File: config.mk
export PLATFORM = sky130hd
export DESIGN_NAME = riscv_imem_loader
export DESIGN_NICKNAME = d
export VERILOG_FILES = /design/src/rtl/riscv_imem_loader_pkg.sv /design/src/rtl/imem_word_packer.sv /design/src/rtl/riscv_imem_loader.sv
export SDC_FILE = /design/constraint.sdc
export NUM_CORES = 1
export LEC_CHECK = 0
export ABC_CLOCK_PERIOD_IN_PS = 2500
export CAP_MARGIN = 20
export CORE_UTILIZATION = 35
export CTS_CLUSTER_SIZE = 16
export DETAILED_ROUTE_END_ITERATION = 8
export GPL_TIMING_DRIVEN = 0
export PLACE_DENSITY = 0.64
export SLEW_MARGIN = 10
export SYNTH_ARGS = -nofsm -noshare
export SYNTH_HDL_FRONTEND = slang
export SYNTH_SLANG_ARGS = --single-unit
File: constraint.sdc
create_clock -name clk -period 2.5 [get_ports clk]
set_input_delay 0.5 -clock clk [delete_from_list [all_inputs] [get_ports clk]]
set_output_delay 0.5 -clock clk [all_outputs]
set_load 0.1 [all_outputs]
File: src/rtl/riscv_imem_loader_pkg.sv
// Shared types and constants for the RISC-V instruction-memory loader.
package riscv_imem_loader_pkg;

  localparam int unsigned LDR_BYTES_PER_WORD = 4;
  localparam int unsigned LDR_BYTE_W         = 8;
  localparam int unsigned LDR_WORD_W         = LDR_BYTES_PER_WORD * LDR_BYTE_W;
  localparam int unsigned LDR_LEN_W          = 16;
  localparam int unsigned LDR_BIDX_W         = $clog2(LDR_BYTES_PER_WORD);

  typedef enum logic [2:0] {
    LDR_LEN_LO,
    LDR_LEN_HI,
    LDR_DATA,
    LDR_CSUM,
    LDR_DONE,
    LDR_ERROR
  } loader_state_e;

  // States in which the loader accepts stream bytes
  function automatic logic ldr_accepts_bytes(input loader_state_e s);
    return (s == LDR_LEN_LO) || (s == LDR_LEN_HI) ||
           (s == LDR_DATA)   || (s == LDR_CSUM);
  endfunction

endpackage

File: src/rtl/imem_word_packer.sv
// Packs a byte stream LSB-first into 32-bit words; pulses o_word_valid for one
// cycle after the fourth byte of each word.
module imem_word_packer
  import riscv_imem_loader_pkg::*;
(
  input  logic                  clk,
  input  logic                  rst,
  input  logic                  i_clear,
  input  logic                  i_valid,
  input  logic [LDR_BYTE_W-1:0] i_byte,
  output logic [LDR_BIDX_W-1:0] o_byte_idx,
  output logic                  o_word_valid,
  output logic [LDR_WORD_W-1:0] o_word
);

  logic [LDR_WORD_W-1:0] r_sr;
  logic [LDR_WORD_W-1:0] r_word;
  logic [LDR_BIDX_W-1:0] r_idx;
  logic                  r_word_valid;
  logic [LDR_WORD_W-1:0] w_sr_nxt;

  // New bytes enter at the top so the first byte ends up in bits [7:0]
  assign w_sr_nxt = {i_byte, r_sr[LDR_WORD_W-1:LDR_BYTE_W]};

  // Shift register, byte index and one-cycle word strobe
  always_ff @(posedge clk or negedge rst) begin
    if (!rst) begin
      r_sr         <= '0;
      r_word       <= '0;
      r_idx        <= '0;
      r_word_valid <= 1'b0;
    end else if (i_clear) begin
      r_sr         <= '0;
      r_word       <= '0;
      r_idx        <= '0;
      r_word_valid <= 1'b0;
    end else begin
      r_word_valid <= 1'b0;
      if (i_valid) begin
        r_sr  <= w_sr_nxt;
        r_idx <= r_idx + LDR_BIDX_W'(1);
        if (r_idx == LDR_BIDX_W'(LDR_BYTES_PER_WORD - 1)) begin
          r_word_valid <= 1'b1;
          r_word       <= w_sr_nxt;
        end
      end
    end
  end

  assign o_byte_idx   = r_idx;
  assign o_word_valid = r_word_valid;
  assign o_word       = r_word;

endmodule

File: src/rtl/riscv_imem_loader.sv
// Receives a framed program byte stream, writes it into imem as 32-bit words
// and releases the core from reset once the frame checksum verifies.
module riscv_imem_loader
  import riscv_imem_loader_pkg::*;
#(
  parameter int unsigned ADDR_W    = 8,
  parameter int unsigned START_IDX = 0,
  parameter int unsigned MAX_WORDS = 64
)(
  input  logic                  clk,
  input  logic                  rst,
  input  logic [LDR_BYTE_W-1:0] rx_data,
  input  logic                  rx_valid,
  output logic                  rx_ready,
  input  logic                  start,
  output logic                  mem_we,
  output logic [ADDR_W-1:0]     mem_addr,
  output logic [LDR_WORD_W-1:0] mem_wd,
  output logic                  core_rst,
  output logic                  done,
  output logic                  err
);

  loader_state_e         r_state;
  loader_state_e         w_state_nxt;

  logic [LDR_LEN_W-1:0]  r_len;
  logic [LDR_LEN_W-1:0]  r_word_cnt;
  logic [LDR_BYTE_W-1:0] r_csum;
  logic [ADDR_W-1:0]     r_mem_addr;
  logic                  r_rx_ready;
  logic                  r_core_rst;
  logic                  r_done;
  logic                  r_err;

  logic                  w_xfer;
  logic                  w_restart;
  logic                  w_data_xfer;
  logic                  w_word_last;
  logic [LDR_LEN_W-1:0]  w_len_nxt;
  logic [LDR_BIDX_W-1:0] w_byte_idx;
  logic                  w_word_valid;
  logic [LDR_WORD_W-1:0] w_word;

  assign w_xfer      = rx_valid & r_rx_ready;
  assign w_restart   = start & ((r_state == LDR_DONE) || (r_state == LDR_ERROR));
  assign w_data_xfer = w_xfer & (r_state == LDR_DATA);
  assign w_word_last = w_data_xfer &
                       (w_byte_idx == LDR_BIDX_W'(LDR_BYTES_PER_WORD - 1));
  assign w_len_nxt   = {rx_data, r_len[LDR_BYTE_W-1:0]};

  // Byte-to-word packing; cleared whenever a new frame is armed
  imem_word_packer u_packer (
    .clk          (clk),
    .rst          (rst),
    .i_clear      (w_restart),
    .i_valid      (w_data_xfer),
    .i_byte       (rx_data),
    .o_byte_idx   (w_byte_idx),
    .o_word_valid (w_word_valid),
    .o_word       (w_word)
  );

  // State register
  always_ff @(posedge clk or negedge rst) begin
    if (!rst) r_state <= LDR_LEN_LO;
    else      r_state <= w_state_nxt;
  end

  // Next-state logic: advances only on byte transfers or a re-arm pulse
  always_comb begin
    w_state_nxt = r_state;
    case (r_state)
      LDR_LEN_LO: begin
        if (w_xfer) w_state_nxt = LDR_LEN_HI;
      end
      LDR_LEN_HI: begin
        if (w_xfer) begin
          if (w_len_nxt == '0)
            w_state_nxt = LDR_CSUM;
          else if (w_len_nxt > LDR_LEN_W'(MAX_WORDS))
            w_state_nxt = LDR_ERROR;
          else
            w_state_nxt = LDR_DATA;
        end
      end
      LDR_DATA: begin
        if (w_word_last && (r_word_cnt == (r_len - LDR_LEN_W'(1))))
          w_state_nxt = LDR_CSUM;
      end
      LDR_CSUM: begin
        if (w_xfer) w_state_nxt = (rx_data == r_csum) ? LDR_DONE : LDR_ERROR;
      end
      LDR_DONE,
      LDR_ERROR: begin
        if (start) w_state_nxt = LDR_LEN_LO;
      end
      default: w_state_nxt = LDR_LEN_LO;
    endcase
  end

  // Frame length, word counter, checksum accumulator and write address
  always_ff @(posedge clk or negedge rst) begin
    if (!rst) begin
      r_len      <= '0;
      r_word_cnt <= '0;
      r_csum     <= '0;
      r_mem_addr <= ADDR_W'(START_IDX);
    end else if (w_restart) begin
      r_len      <= '0;
      r_word_cnt <= '0;
      r_csum     <= '0;
      r_mem_addr <= ADDR_W'(START_IDX);
    end else begin
      if (w_xfer && (r_state != LDR_CSUM))
        r_csum <= r_csum ^ rx_data;
      if (w_xfer && (r_state == LDR_LEN_LO))
        r_len <= {{(LDR_LEN_W-LDR_BYTE_W){1'b0}}, rx_data};
      if (w_xfer && (r_state == LDR_LEN_HI))
        r_len <= w_len_nxt;
      if (w_word_last) begin
        r_word_cnt <= r_word_cnt + LDR_LEN_W'(1);
        r_mem_addr <= ADDR_W'(START_IDX) + ADDR_W'(r_word_cnt);
      end
    end
  end

  // Status outputs registered from the next state so they track it exactly
  always_ff @(posedge clk or negedge rst) begin
    if (!rst) begin
      r_rx_ready <= 1'b1;
      r_core_rst <= 1'b1;
      r_done     <= 1'b0;
      r_err      <= 1'b0;
    end else begin
      r_rx_ready <= ldr_accepts_bytes(w_state_nxt);
      r_core_rst <= (w_state_nxt != LDR_DONE);
      r_done     <= (w_state_nxt == LDR_DONE);
      r_err      <= (w_state_nxt == LDR_ERROR);
    end
  end

  assign rx_ready = r_rx_ready;
  assign mem_we   = w_word_valid;
  assign mem_addr = r_mem_addr;
  assign mem_wd   = w_word;
  assign core_rst = r_core_rst;
  assign done     = r_done;
  assign err      = r_err;

endmodule

Word level (Yosys, flattened, before mapping)
Cells that the tools add are included.
Widths: inputs -> output; s select.
{"block": "op_classes", "add_sub_neg": 3, "mux": 28, "order_cmp": 1, "bitwise_logic": 5, "n_eq_ne": 16, "n_reduce_logical": 20}
{"operator": "$mux 32", "n": 5}
{"operator": "$mux 16", "n": 5}
{"operator": "$mux 8", "n": 4}
{"operator": "$mux 3", "n": 7}
{"operator": "$add 16x1->16 const B", "n": 1}
{"operator": "$eq 16x16->1", "n": 1}
{"operator": "$gt 16x7->1 const B", "n": 1}
{"operator": "$logic_not 16->1", "n": 1}
{"operator": "$sub 16x1->16 const B", "n": 1}
{"operator": "$pmux 3 s5", "n": 1}
{"operator": "$eq 3x2->1 const B", "n": 4}
{"operator": "$eq 3x3->1 const B", "n": 4}
{"operator": "$reduce_bool 2->1", "n": 5}
{"operator": "$eq 8x8->1", "n": 1}
{"operator": "$xor 8x8->8", "n": 1}
{"operator": "$eq 3x1->1 const B", "n": 2}
{"operator": "$logic_not 3->1", "n": 2}
{"operator": "$and 1x1->1", "n": 4}
{"operator": "$logic_and 1x1->1", "n": 4}
{"operator": "$logic_or 1x1->1", "n": 4}
{"operator": "$mux 1", "n": 4}
{"operator": "$mux 2", "n": 2}
{"operator": "$reduce_and 2->1", "n": 2}
{"operator": "$ne 3x2->1 const B", "n": 1}
{"operator": "other kinds (6)", "n": 6}
{"block": "word_totals", "elab_cells": 87, "in_bits": 12, "ff_bits": 122, "out_inout_bits": 45}

Logic depth before layout (Yosys ltp)
{"block": "depth", "ltp_word": 10, "depth_mapped": 8, "mapped_depth_nobuf": 8}

Cells and area by module
A second synthesis with hierarchy kept.
{"block": "unflattened", "hier_cells": 551, "area_unflattened_um2": 5695.5}
{"module": "riscv_imem_loader", "cells_each": 317, "area_per_inst_um2": 2961.6, "seq_area_each_um2": 1378.8, "n_inst": 1}
{"module": "imem_word_packer", "cells_each": 234, "area_per_inst_um2": 2733.9, "seq_area_each_um2": 1476.4, "n_inst": 1}

Least setup slack after synthesis
Ideal clock, no wire load.
{"block": "synth_path", "kind": "register -> register", "from": "register r_rx_ready (netlist: rx_ready)", "to": "register r_state[0]", "slack_ns": 0.134, "n_path_buf": 1, "required_ns": 2.397, "path_stages_with_launch": 9, "setup_ns": 0.103, "arrival_ns": 2.263, "period_less_slack_ns": 2.366, "path_cell_list": "dfstp_2 and4bb_2 nand3_1 buf_2 inv_2 nand3_1 nor3_1 o311ai_0 o41ai_2"}
{"block": "synth_between", "elab_chain_cells": 6, "word_cells_on_any_way": 9, "cone_classes": "5 x mux; 3 x bitwise; 1 x reduce/logical"}
{"item": "start, declared", "line_no": "riscv_imem_loader.sv:31", "rtl": "logic r_rx_ready;"}
{"item": "start signal, assigned", "line_no": "riscv_imem_loader.sv:136", "rtl": "r_rx_ready <= ldr_accepts_bytes(w_state_nxt);"}
{"item": "$and 1x1->1 *", "line_no": "riscv_imem_loader.sv:45", "rtl": "assign w_xfer = rx_valid & r_rx_ready;"}
{"item": "$and 1x1->1", "line_no": "riscv_imem_loader.sv:47", "rtl": "assign w_data_xfer = w_xfer & (r_state == LDR_DATA);"}
{"item": "$and 1x1->1", "line_no": "riscv_imem_loader.sv:48", "rtl": "assign w_word_last = w_data_xfer &"}
{"item": "$logic_and 1x1->1", "line_no": "riscv_imem_loader.sv:88", "rtl": "if (w_word_last && (r_word_cnt == (r_len - LDR_LEN_W'(1))))"}
{"item": "$mux 3", "line_no": "riscv_imem_loader.sv:88"}
{"item": "$pmux 3 s5 *", "line_no": "riscv_imem_loader.sv:73", "rtl": "case (r_state)"}
{"item": "named net w_state_nxt[0]", "line_no": "riscv_imem_loader.sv:25", "rtl": "loader_state_e w_state_nxt;"}
{"item": "end signal, assigned", "line_no": "riscv_imem_loader.sv:67", "rtl": "else r_state <= w_state_nxt;"}
{"item": "end, declared", "line_no": "riscv_imem_loader.sv:24", "rtl": "loader_state_e r_state;"}
Mark *: on every way through the listed nets, which the timed path passes. The rest lies on a longest branch.
A chain may end at the register's enable or synchronous reset.

Worst setup path after layout
{"block": "layout_path", "from": "register r_len[7]", "to": "register r_state[0]"}
{"block": "layout_between", "elab_chain_cells": 5, "word_cells_on_any_way": 10, "cone_classes": "1 x add/sub; 1 x order compare; 1 x eq/ne; 5 x mux; 2 x reduce/logical"}
{"item": "start, declared", "line_no": "riscv_imem_loader.sv:27", "rtl": "logic [LDR_LEN_W-1:0] r_len;"}
{"item": "start signal, assigned", "line_no": "riscv_imem_loader.sv:118", "rtl": "r_len <= {{(LDR_LEN_W-LDR_BYTE_W){1'b0}}, rx_data};"}
{"item": "start signal, assigned", "line_no": "riscv_imem_loader.sv:120", "rtl": "r_len <= w_len_nxt;"}
{"item": "$sub 16x1->16 / $gt 16x7->1 (equally long branches)", "line_no": "riscv_imem_loader.sv:88, riscv_imem_loader.sv:81"}
{"item": "$eq 16x16->1 / $mux 3 (equally long branches)", "line_no": "riscv_imem_loader.sv:88, riscv_imem_loader.sv:81"}
{"item": "$logic_and 1x1->1 / $mux 3 (equally long branches)", "line_no": "riscv_imem_loader.sv:88, riscv_imem_loader.sv:79"}
{"item": "$mux 3 (on tied branches)", "line_no": "riscv_imem_loader.sv:88, riscv_imem_loader.sv:78"}
{"item": "$pmux 3 s5 *", "line_no": "riscv_imem_loader.sv:73"}
{"item": "named net w_state_nxt[0]", "line_no": "riscv_imem_loader.sv:25"}
Marks and branches as above.

==> results_dict.tcl <==
set metrics [dict create \
    outcome "finished with violations" \
    violations "design-rule violations, negative setup slack" \
    rsz0062_at_grt "true" \
    fin_cells 845 \
    finalNetCount 663 \
    routed_wl_um 13090 \
    crit_path_start_kind "flip-flop" \
    antenna_cells 0 \
    end_kind "flip-flop" \
    drc_errors 8 \
    syn_avg_cell_area_sq_um 9.171 \
    drtAntennaViolNets 0 \
    clkPwrFrac_pct 38.9 \
    period_minus_slack_ps 2504 \
    reg2reg_depth 6 \
    p_per_area_nw_per_um2 950.1 \
    internal_power_uw 4279 \
    grt_pass1_wl_um 22200 \
    clockBufferDepth 2 \
    grt_pass1_vias 4321 \
    synth_fa_ha_area_share_pct 0.7069 \
    crit_type "reg -> reg" \
    cap_viol_max_count 0 \
    synth_area_leaders "dfrtp_1 (53%), nand2_1 (11%), nand3_1 (5.3%)" \
    cts_tree "built" \
    rows 44 \
    holdBufCountCts 0 \
    synth_top_family_by_area "simple AND/OR/NAND/NOR gates" \
    regToRegStartpoint "r_len[7]" \
    post_cts_buffers 0 \
    synth_top_area_share_pct 52.78 \
    yosys.area.top_type "dfrtp_1" \
    grt_usage_pct 18.08 \
    num_io_pins 57 \
    ys_ff_latch 114 \
    total_power_uw 6341 \
    p_leak_uw 0.003009 \
    pwr-share-seq_pct 36.3 \
    p_sw_uw 2062 \
    drive_gt1_share_pct 8.018 \
    arrival_ps 2800 \
    yosys.area_share.simple_pct 24.25 \
    synth-edff-count 0 \
    post-dp-hpwl_um 9199 \
    cts_inserted_buffers 17 \
    dp.cells 813 \
    synth_xor_area_share_pct 8.553 \
    synth-seq-area-share_pct 53.77 \
    area_delta_synth_final_pct 25.68 \
    synth_nets 594 \
    synthArstFlopShare_pct 100.0 \
    path_clk_slew_ps 50 \
    start_util_pct 36.26 \
    rr_endpoint "r_state[0]" \
    die_area_sq_um 15670 \
    htreeDepth 4 \
    fin_crit_sh_pct 100.2 \
    irDropWorstVdd_mv 0.6234 \
    synth_area_sq_um 5310 \
    gp_congestion 0.8426 \
    synth-compound-area-share_pct 7.469 \
    synthCells 579 \
    synth_ff_type "dfrtp_1" \
    swShare_pct 32.51 \
    drt_pass1_iterations 9 \
    comb_power_share_pct 24.9 \
    antenna_found_initial 0 \
    port_buffers 48 \
    relSlewSlack_pct 34.21 \
    grt-ovfl-total 0 \
    worstMarginPinSlew_ps 983.8 \
    cp_max_fo 6 \
    fmax_ghz 0.3993 \
    yosysWarnings 0 \
    num_vias 4403 \
    root_buffer "clkbuf_16" \
    coreArea_sq_um 14640 \
    routedWlPerCell_um 15.49 \
    chipWidth_um 125.2 \
    dieHeight_um 125.2 \
    finalHoldViolCount 0 \
    hp-class "in -> async" \
    first_iter_violations 406 \
    grt_max_degree 68 \
    vias_per_cell 5.211 \
    cts.sinks 114 \
    required_ps 2790 \
    setup_viol 1 \
    r2r_slack_ps -4 \
    yosys-mux-area-fraction_pct 1.697 \
    finalWorstSetupSlack_ps -4.206 \
    clkLatencyLatePin_ps 420 \
    synth.distinct_cells 48 \
    fin_skew_ps 6.671 \
    slew_viol_final 0 \
]
## layer usage
metal  part of all wire, %  up-vias  track usage, %
li1                      -     2076               -
met2                    45      129           26.78
met4                   2.3        0           9.039
met1                    48     2174           25.08
met5                     0        -               0
met3                   4.9       24           3.766
## logic make-up (layout without fill, tap and decap cells)
logic type      count (synthesis)  count (layout)
xor+xnor                       51              51
mux                             9               9
buf+inv                        50             132
flops                         114             114
fa+ha+maj                       3               3
compound gates                 62              62
simple gates                  290             290
## registers in the layout, indices dropped and copies added (netlist names)
signal                 flops
u_packer.o_word           32
r_len                     16
rx_ready                   1
r_word_cnt                16
u_packer.r_sr             24
r_state                    3
u_packer.o_byte_idx        2
done                       1
mem_addr                   8
u_packer.o_word_valid      1
r_csum                     8
core_rst                   1
err                        1
## power groups by stage
stage          Sequential (uW)  Combinational (uW)  Clock, uW
3_3_place_gp              2310                1510          0
4_1_cts                   2290                1570       2490
6_report                  2300                1580       2460
3_5_place_dp              2320                1560          0
5_1_grt                   2330                1730       2580
2_1_floorplan             2480                 997          0
## critical path, cell delays in order, from the launching register on
cell and delay, ps:
dfrtp_1 470, or4_4 600, or4_4 450, nor3_2 190, xnor2_1 140, nand4_1 130
o41ai_2 410
## Yosys cell counts, types with 2 or more instances
cell and number:
nand4_1 5, or4_4 3, nor4_1 2, nand2b_1 2, nor2_1 43, xnor2_1 27, o211ai_1 3, dfstp_2 2
nor2b_1 3, inv_1 6, nand3_1 56, a31oi_1 3, nor3_1 9, o21ai_1 3, mux2i_1 9, and2_1 2
a211oi_1 2, dfrtp_1 112, buf_1 6, a22oi_1 8, or3_1 4, inv_2 4, a21oi_1 29, clkbuf_1 33
nand2_1 153, a211o_1 2, xor2_1 23, ha_1 3, o21ai_0 3
## cells in the final DEF, fill, tap and decap left out, types with 3 or more instances in the layout
master,netlist,layout
nor3_1,9,8
clkbuf_16,0,17
buf_1,6,6
inv_2,4,3
xnor2_1,27,27
o211ai_1,3,3
or3_1,4,4
nand2_1,153,153
o21ai_1,3,3
xor2_1,23,23
bufinv_16,0,3
or4_4,3,4
nand3_1,56,56
o21ai_0,3,3
clkdlybuf4s50_1,0,45
a31oi_1,3,3
clkbuf_1,33,36
nor2b_1,3,3
inv_1,6,6
nand4_1,5,5
nor2_1,43,43
clkbuf_8,0,3
mux2i_1,9,9
a21oi_1,29,29
clkinv_2,0,3
dfrtp_1,112,111
a22oi_1,8,8
## cell type report
type                    count  area, sq um
clock inverters             9        128.9
fillers                  1389         7970
clock buffers              23        478.0
repair buffers             50        511.7
plain buffers              40        151.4
well taps                 184        230.2
multi-input cells         415         2277
inverters                  10        40.04
flip-flops and latches    114         2856
## worst max-delay path by stage
stage / startpoint / end / slack [ps] / cells past startpoint
after floorplan: rx_ready / r_state[0] / 130 / 8
after global placement: rst / u_packer.o_word[2] / -3290 / 1
after detailed placement: rx_valid / r_state[0] / -430 / 9
after CTS: rx_valid / r_state[0] / 30 / 9
after global routing: r_len[3] / r_state[0] / -120 / 6
final: r_len[7] / r_state[0] / -4 / 6
## timing repair
action / in CTS / in global routing
pin swaps: 0 / 1
resized for setup: 3 / 4
cloned: 0 / 0
endpoints found under the setup margin: 3 / 11
hold endpoints to repair: 0 / 0
## stage by stage
step                hold WS, ps  setup slack [ps]  instance area, sq um  util [%]  setup TNS [ps]
detailed placement        457.7            -430.8                  6055     41.34           -5581
finish                    14.01            -4.206                  6674     45.57          -4.206
CTS                       26.14             26.54                  6661     45.49               0
global placement          453.0             -3290                  6021     41.11         -384650
global route              45.04            -117.9                  6674     45.57          -117.9
floorplan                 204.4             133.8                  5310         -               0
Note: power is estimated with default switching activity, not from simulation.
==> edit 1: new RTL, same settings <==
`LDR_BYTES_PER_WORD`: 4 -> 8.
--- a/src/rtl/riscv_imem_loader_pkg.sv
+++ b/src/rtl/riscv_imem_loader_pkg.sv
@@ -1,7 +1,7 @@
 // Shared types and constants for the RISC-V instruction-memory loader.
 package riscv_imem_loader_pkg;
 
-  localparam int unsigned LDR_BYTES_PER_WORD = 4;
+  localparam int unsigned LDR_BYTES_PER_WORD = 8;
   localparam int unsigned LDR_BYTE_W         = 8;
   localparam int unsigned LDR_WORD_W         = LDR_BYTES_PER_WORD * LDR_BYTE_W;
   localparam int unsigned LDR_LEN_W          = 16;
Ports: changed (resized mem_wd); port bits go from 57 to 89. The function was not compared with the original's and may differ.
==> edit 1 against the original RTL <==
- sequential cell count grew 65
- highest routed layer unchanged
- clock skew grew 0.010 ns
- synthesized area grew 51%
- hold slack is essentially flat
- wire length grew 61%
- cell area grew 49%
- total power grew 29%
- setup slack gained 0.021 ns
==> edit 1: results (changes against the original RTL) <==
- Largest net degree at the start of global routing: 108 (was 68)
- Clock Latency Late Sink: 0.45 ns (was 0.42 ns)
- Met1 usage: 25.84% (was 25.08%)
- Worst-Margin Slew: 1.021 ns (was 0.9838 ns)
- Leakage power: 4.469 nW (was 3.009 nW)
- Number of vias per cell: 5.048 (was 5.211)
- Worst Clk Skew: 0.01700 ns (was 0.006671 ns)
- Slowest-stage cell, CP: clkdlybuf4s50_1 (was or4_4)
- WL met2: 9618 microns (was 5907 microns)
- Drt first-iter violations: 604 (was 406)
- M2 GR Usage: 29.18% (was 26.78%)
- First-pass GRT wire length: 34680 microns (was 22200 microns)
- Via count of the first global-routing pass: 6545 (was 4321)
- Peak per-stage delay on the critical path: 1.15 ns (was 0.60 ns)
- Worst EP arrival: 1.98 ns (was 2.80 ns)
- Crit path from: u_packer.o_word[54]$_DFFE_PN0P_ (was r_len[7]$_DFFE_PN0P_)
- Filler cell count: 2170 (was 1389)
- DRT Pass-1 Iters: 6 (was 9)
- Layout cells sized above 1: 6.876% (was 8.018%)
- Total track usage: 18.69% (was 18.08%)
- Outcome: finished, final reports clean (was finished with violations)
- Crit path capture: mem_wd[54] (was r_state[0]$_DFF_PN0_)
- Post-synth top cells: 299 x nand2_1, 177 x dfrtp_1, 135 x a21oi_1, 54 x clkbuf_1, 38 x nand3_1 (was 153 x nand2_1, 112 x dfrtp_1, 56 x nand3_1, 43 x nor2_1, 33 x clkbuf_1)
- Max FFs per register: 64 (was 32)
- Dominant cells by area after synthesis: dfrtp_1 55%, nand2_1 14%, a21oi_1 8.4% (was dfrtp_1 53%, nand2_1 11%, nand3_1 5.3%)
- GRT met3 Usage: 3.119% (was 3.766%)
- R2R depth: 8 (was 6)
- CP delay by family, top: buffers and inverters (was simple AND/OR/NAND/NOR gates)
- Met3 WL post-DR: 913 microns (was 644 microns)
- Nets: 1021 (was 663)
- GPL Wtd Cong: 0.8309 (was 0.8426)
- PortBufs: 80 (was 48)
- Worst Path Max Fanout: 2 (was 6)
- Hpwl dp: 14350 microns (was 9199 microns)
[edit 1: worst min path at each step]
stage                                                 to
final                               r_len[4]$_DFFE_PN0P_
after global routing                r_len[4]$_DFFE_PN0P_
after CTS                           r_len[3]$_DFFE_PN0P_
after detailed placement  u_packer.o_word[3]$_DFFE_PN0P_
after global placement    u_packer.o_word[4]$_DFFE_PN0P_
after floorplan                           done$_DFF_PN0_
[edit 1: cell type report]
type,instances,area share [%]
Sequential cell,179,45.10
Multi-Input combinational cell,643,33.02
Timing Repair Buffer,88,9.164
Clock buffer,20,4.595
Tap cell,285,3.588
Buffer,65,2.669
Clock inverter,12,1.448
Inverter,11,0.4154
[edit 1: kinds of logic after synthesis]
kind of cell	Yosys count	synth area share (%)
adders and majority gates	4	0.6237
AOI/OAI and AO/OA	172	11.83
buffers and inverters	77	3.773
DFF	179	55.85
and+or+nand+nor	419	22.68
xor gates and xnor gates	48	5.239
[edit 1: timing repair]
item | in CTS | in global routing
pin swaps | 5 | 6
endpoints found under the setup margin | 91 | 83
gates resized for setup | 15 | 17
endpoints found under the hold margin | 0 | 0
setup buffers | 3 | 4
[edit 1: where the power goes]
part	total [mW]	switching, mW	internal (mW)
Sequential	3.33	0.237	3.10
Combinational	2.14	1.34	0.799
Clock	2.73	1.26	1.47
[edit 1: stage by stage]
step	area [sq um]	util (%)	std cells	setup slack, ns
2_1_floorplan	8025	-	899	0.1530
3_3_place_gp	9183	40.68	1264	-6.696
3_5_place_dp	9215	40.83	1265	-0.5276
4_1_cts	9877	43.76	1300	0.0003695
5_1_grt	9940	44.04	1303	-0.05197
6_report	9940	44.04	1303	0.01651
==> edit 2: new RTL, same settings <==
Made on the original files. The 6 states of `loader_state_e` get a one-hot encoding in 6 bits.
--- a/src/rtl/riscv_imem_loader_pkg.sv
+++ b/src/rtl/riscv_imem_loader_pkg.sv
@@ -7,13 +7,13 @@
   localparam int unsigned LDR_LEN_W          = 16;
   localparam int unsigned LDR_BIDX_W         = $clog2(LDR_BYTES_PER_WORD);
 
-  typedef enum logic [2:0] {
-    LDR_LEN_LO,
-    LDR_LEN_HI,
-    LDR_DATA,
-    LDR_CSUM,
-    LDR_DONE,
-    LDR_ERROR
+  typedef enum logic [5:0] {
+    LDR_LEN_LO = 6'b000001,
+    LDR_LEN_HI = 6'b000010,
+    LDR_DATA   = 6'b000100,
+    LDR_CSUM   = 6'b001000,
+    LDR_DONE   = 6'b010000,
+    LDR_ERROR  = 6'b100000
   } loader_state_e;
 
   // States in which the loader accepts stream bytes
Check against the original RTL: no difference found for any inputs over 4 cycles, from zero or initial values and one cycle with rst low; so few cycles prove little.
==> edit 2 against the original RTL <==
- the flow finishes with violations (negative setup slack)
- critical path depth up 1
- total power is 2.5% higher
- wire length grew 4.0%
- sequential cell count is 3 higher
- cell area rose by 7.2%
- setup slack worse by 0.22 ns
- synthesized area grew 3.2%
- clock power is 6% higher
- highest routed layer unchanged
==> edit 2: results (changes against the original RTL) <==
- Outcome: finished with violations (unchanged)
- Failing checks: negative setup slack (was design-rule violations, negative setup slack)
- Worst Path Max Fanout: 4 (was 6)
- Setup Viol. Count Final: 3 (was 1)
- DP Cell Count: 866 (was 813)
- Leakage power: 3.082 nW (was 3.009 nW)
- Post-route DRC: 0 (was 8)
- Largest net degree at the start of global routing: 87 (was 68)
- Final WS setup: -0.2280 ns (was -0.004206 ns)
- Number of vias per cell: 5.014 (was 5.211)
- DRT Pass-1 Iters: 4 (was 9)
- Dominant cells by area after synthesis: dfrtp_1 52%, nand2_1 12%, o21ai_0 4.8% (was dfrtp_1 53%, nand2_1 11%, nand3_1 5.3%)
- Worst Clk Skew: 0.005086 ns (was 0.006671 ns)
- Via count of the first global-routing pass: 4641 (was 4321)
- R2r endpoint: r_state[2]$_DFF_PN0_ (was r_state[0]$_DFF_PN0_)
- Compound-Gate Fraction of Synth Area: 12.59% (was 7.469%)
- Worst-Margin Slew: 0.9962 ns (was 0.9838 ns)
- Layout cells sized above 1: 13.21% (was 8.018%)
- Worst EP arrival: 3.02 ns (was 2.80 ns)
- Hold Path Class: in2reg (was in2async)
- Final Non-Filler Cells: 915 (was 845)
- Xor/xnor share of the synthesized area: 8.154% (was 8.553%)
- Post-synth top cells: 170 x nand2_1, 114 x dfrtp_1, 53 x o21ai_0, 45 x nor2_1, 38 x a21oi_1 (was 153 x nand2_1, 112 x dfrtp_1, 56 x nand3_1, 43 x nor2_1, 33 x clkbuf_1)
- WL final: 13620 microns (was 13090 microns)
- Sequential area share after synthesis: 53.52% (was 53.77%)
[edit 2: cell count changes after synthesis, moves of 4 or more]
cell,delta
nand2_1,+17
nand3_1,-45
inv_2,-4
nor4_1,+6
xor2_1,+5
mux2i_1,-9
clkbuf_1,-4
a21oi_1,+9
o21ai_0,+50
xnor2_1,-4
[edit 2: timing repair]
item / 4_1_cts / 5_1_grt
endpoints found under the hold margin: 29 / 0
pin swaps: 4 / 14
resized for setup: 19 / 23
endpoints found under the setup margin: 97 / 67
hold buffers: 1 / 0
setup buffers: 6 / 12
[edit 2: worst max-delay path by stage]
stage	from	endpoint	slack (ns)	depth (start not counted)
after floorplan	r_len[7]$_DFFE_PN0P_	r_state[2]$_DFF_PN0_	-0.14	8
after global placement	rst	r_word_cnt[13]$_DFFE_PN0P_	-3.39	1
after detailed placement	start	r_csum[3]$_DFFE_PN0P_	-0.53	5
after CTS	r_len[7]$_DFFE_PN0P_	r_state[2]$_DFF_PN0_	-0.26	8
after global routing	r_len[2]$_DFFE_PN0P_	r_state[2]$_DFF_PN0_	-0.29	7
final	r_len[7]$_DFFE_PN0P_	r_state[2]$_DFF_PN0_	-0.23	7
[edit 2: through the flow]
| stage | setup slack [ns] | power (mW) | utilization, % | TNS, ns | cell area [sq um] |
|---|---|---|---|---|---|
| global route | -0.2889 | 6.793 | 46.89 | -0.8665 | 7154 |
| finish | -0.2280 | 6.499 | 46.89 | -0.5470 | 7154 |
| CTS | -0.2572 | 6.447 | 45.93 | -0.7009 | 7008 |
| detailed placement | -0.5333 | 3.761 | 41.03 | -27.53 | 6261 |
| global placement | -3.391 | 3.688 | 40.80 | -463.87 | 6226 |
| floorplan | -0.1429 | 3.417 | - | -0.1429 | 5482 |
[edit 2: routing by layer]
layer | share of wire [%] | GRT usage (%)
met2 | 51 | 30.90
met4 | 0.84 | 4.692
met3 | 3.4 | 4.062
met5 | 0 | 0
met1 | 45 | 22.67
[edit 2: final cells by class]
type | count | area [sq um] | share of cell area (%)
sequential | 117 | 2938 | 41.06
buffer | 36 | 156.4 | 2.186
clock buffer | 22 | 454.2 | 6.348
timing repair buffer | 68 | 655.6 | 9.164
clock inverter | 10 | 177.7 | 2.483
tap | 211 | 264.0 | 3.690
inverter | 6 | 25.02 | 0.3498
multi-input combinational | 445 | 2484 | 34.71
[edit 2: where the power goes]
part | switching [mW] | internal (mW)
combinational | 0.833 | 0.652
sequential | 0.272 | 2.13
clock | 0.826 | 1.79
total | 1.93 | 4.57
[edit 2: worst max-delay path, stage by stage, from the launching register on]
cell,delay [ns]
dfrtp_1,0.40
or3_4,0.40
or4_4,0.47
o31a_1,0.30
o21ai_2,0.14
a32oi_2,0.13
or4_4,0.56
a32o_1,0.22
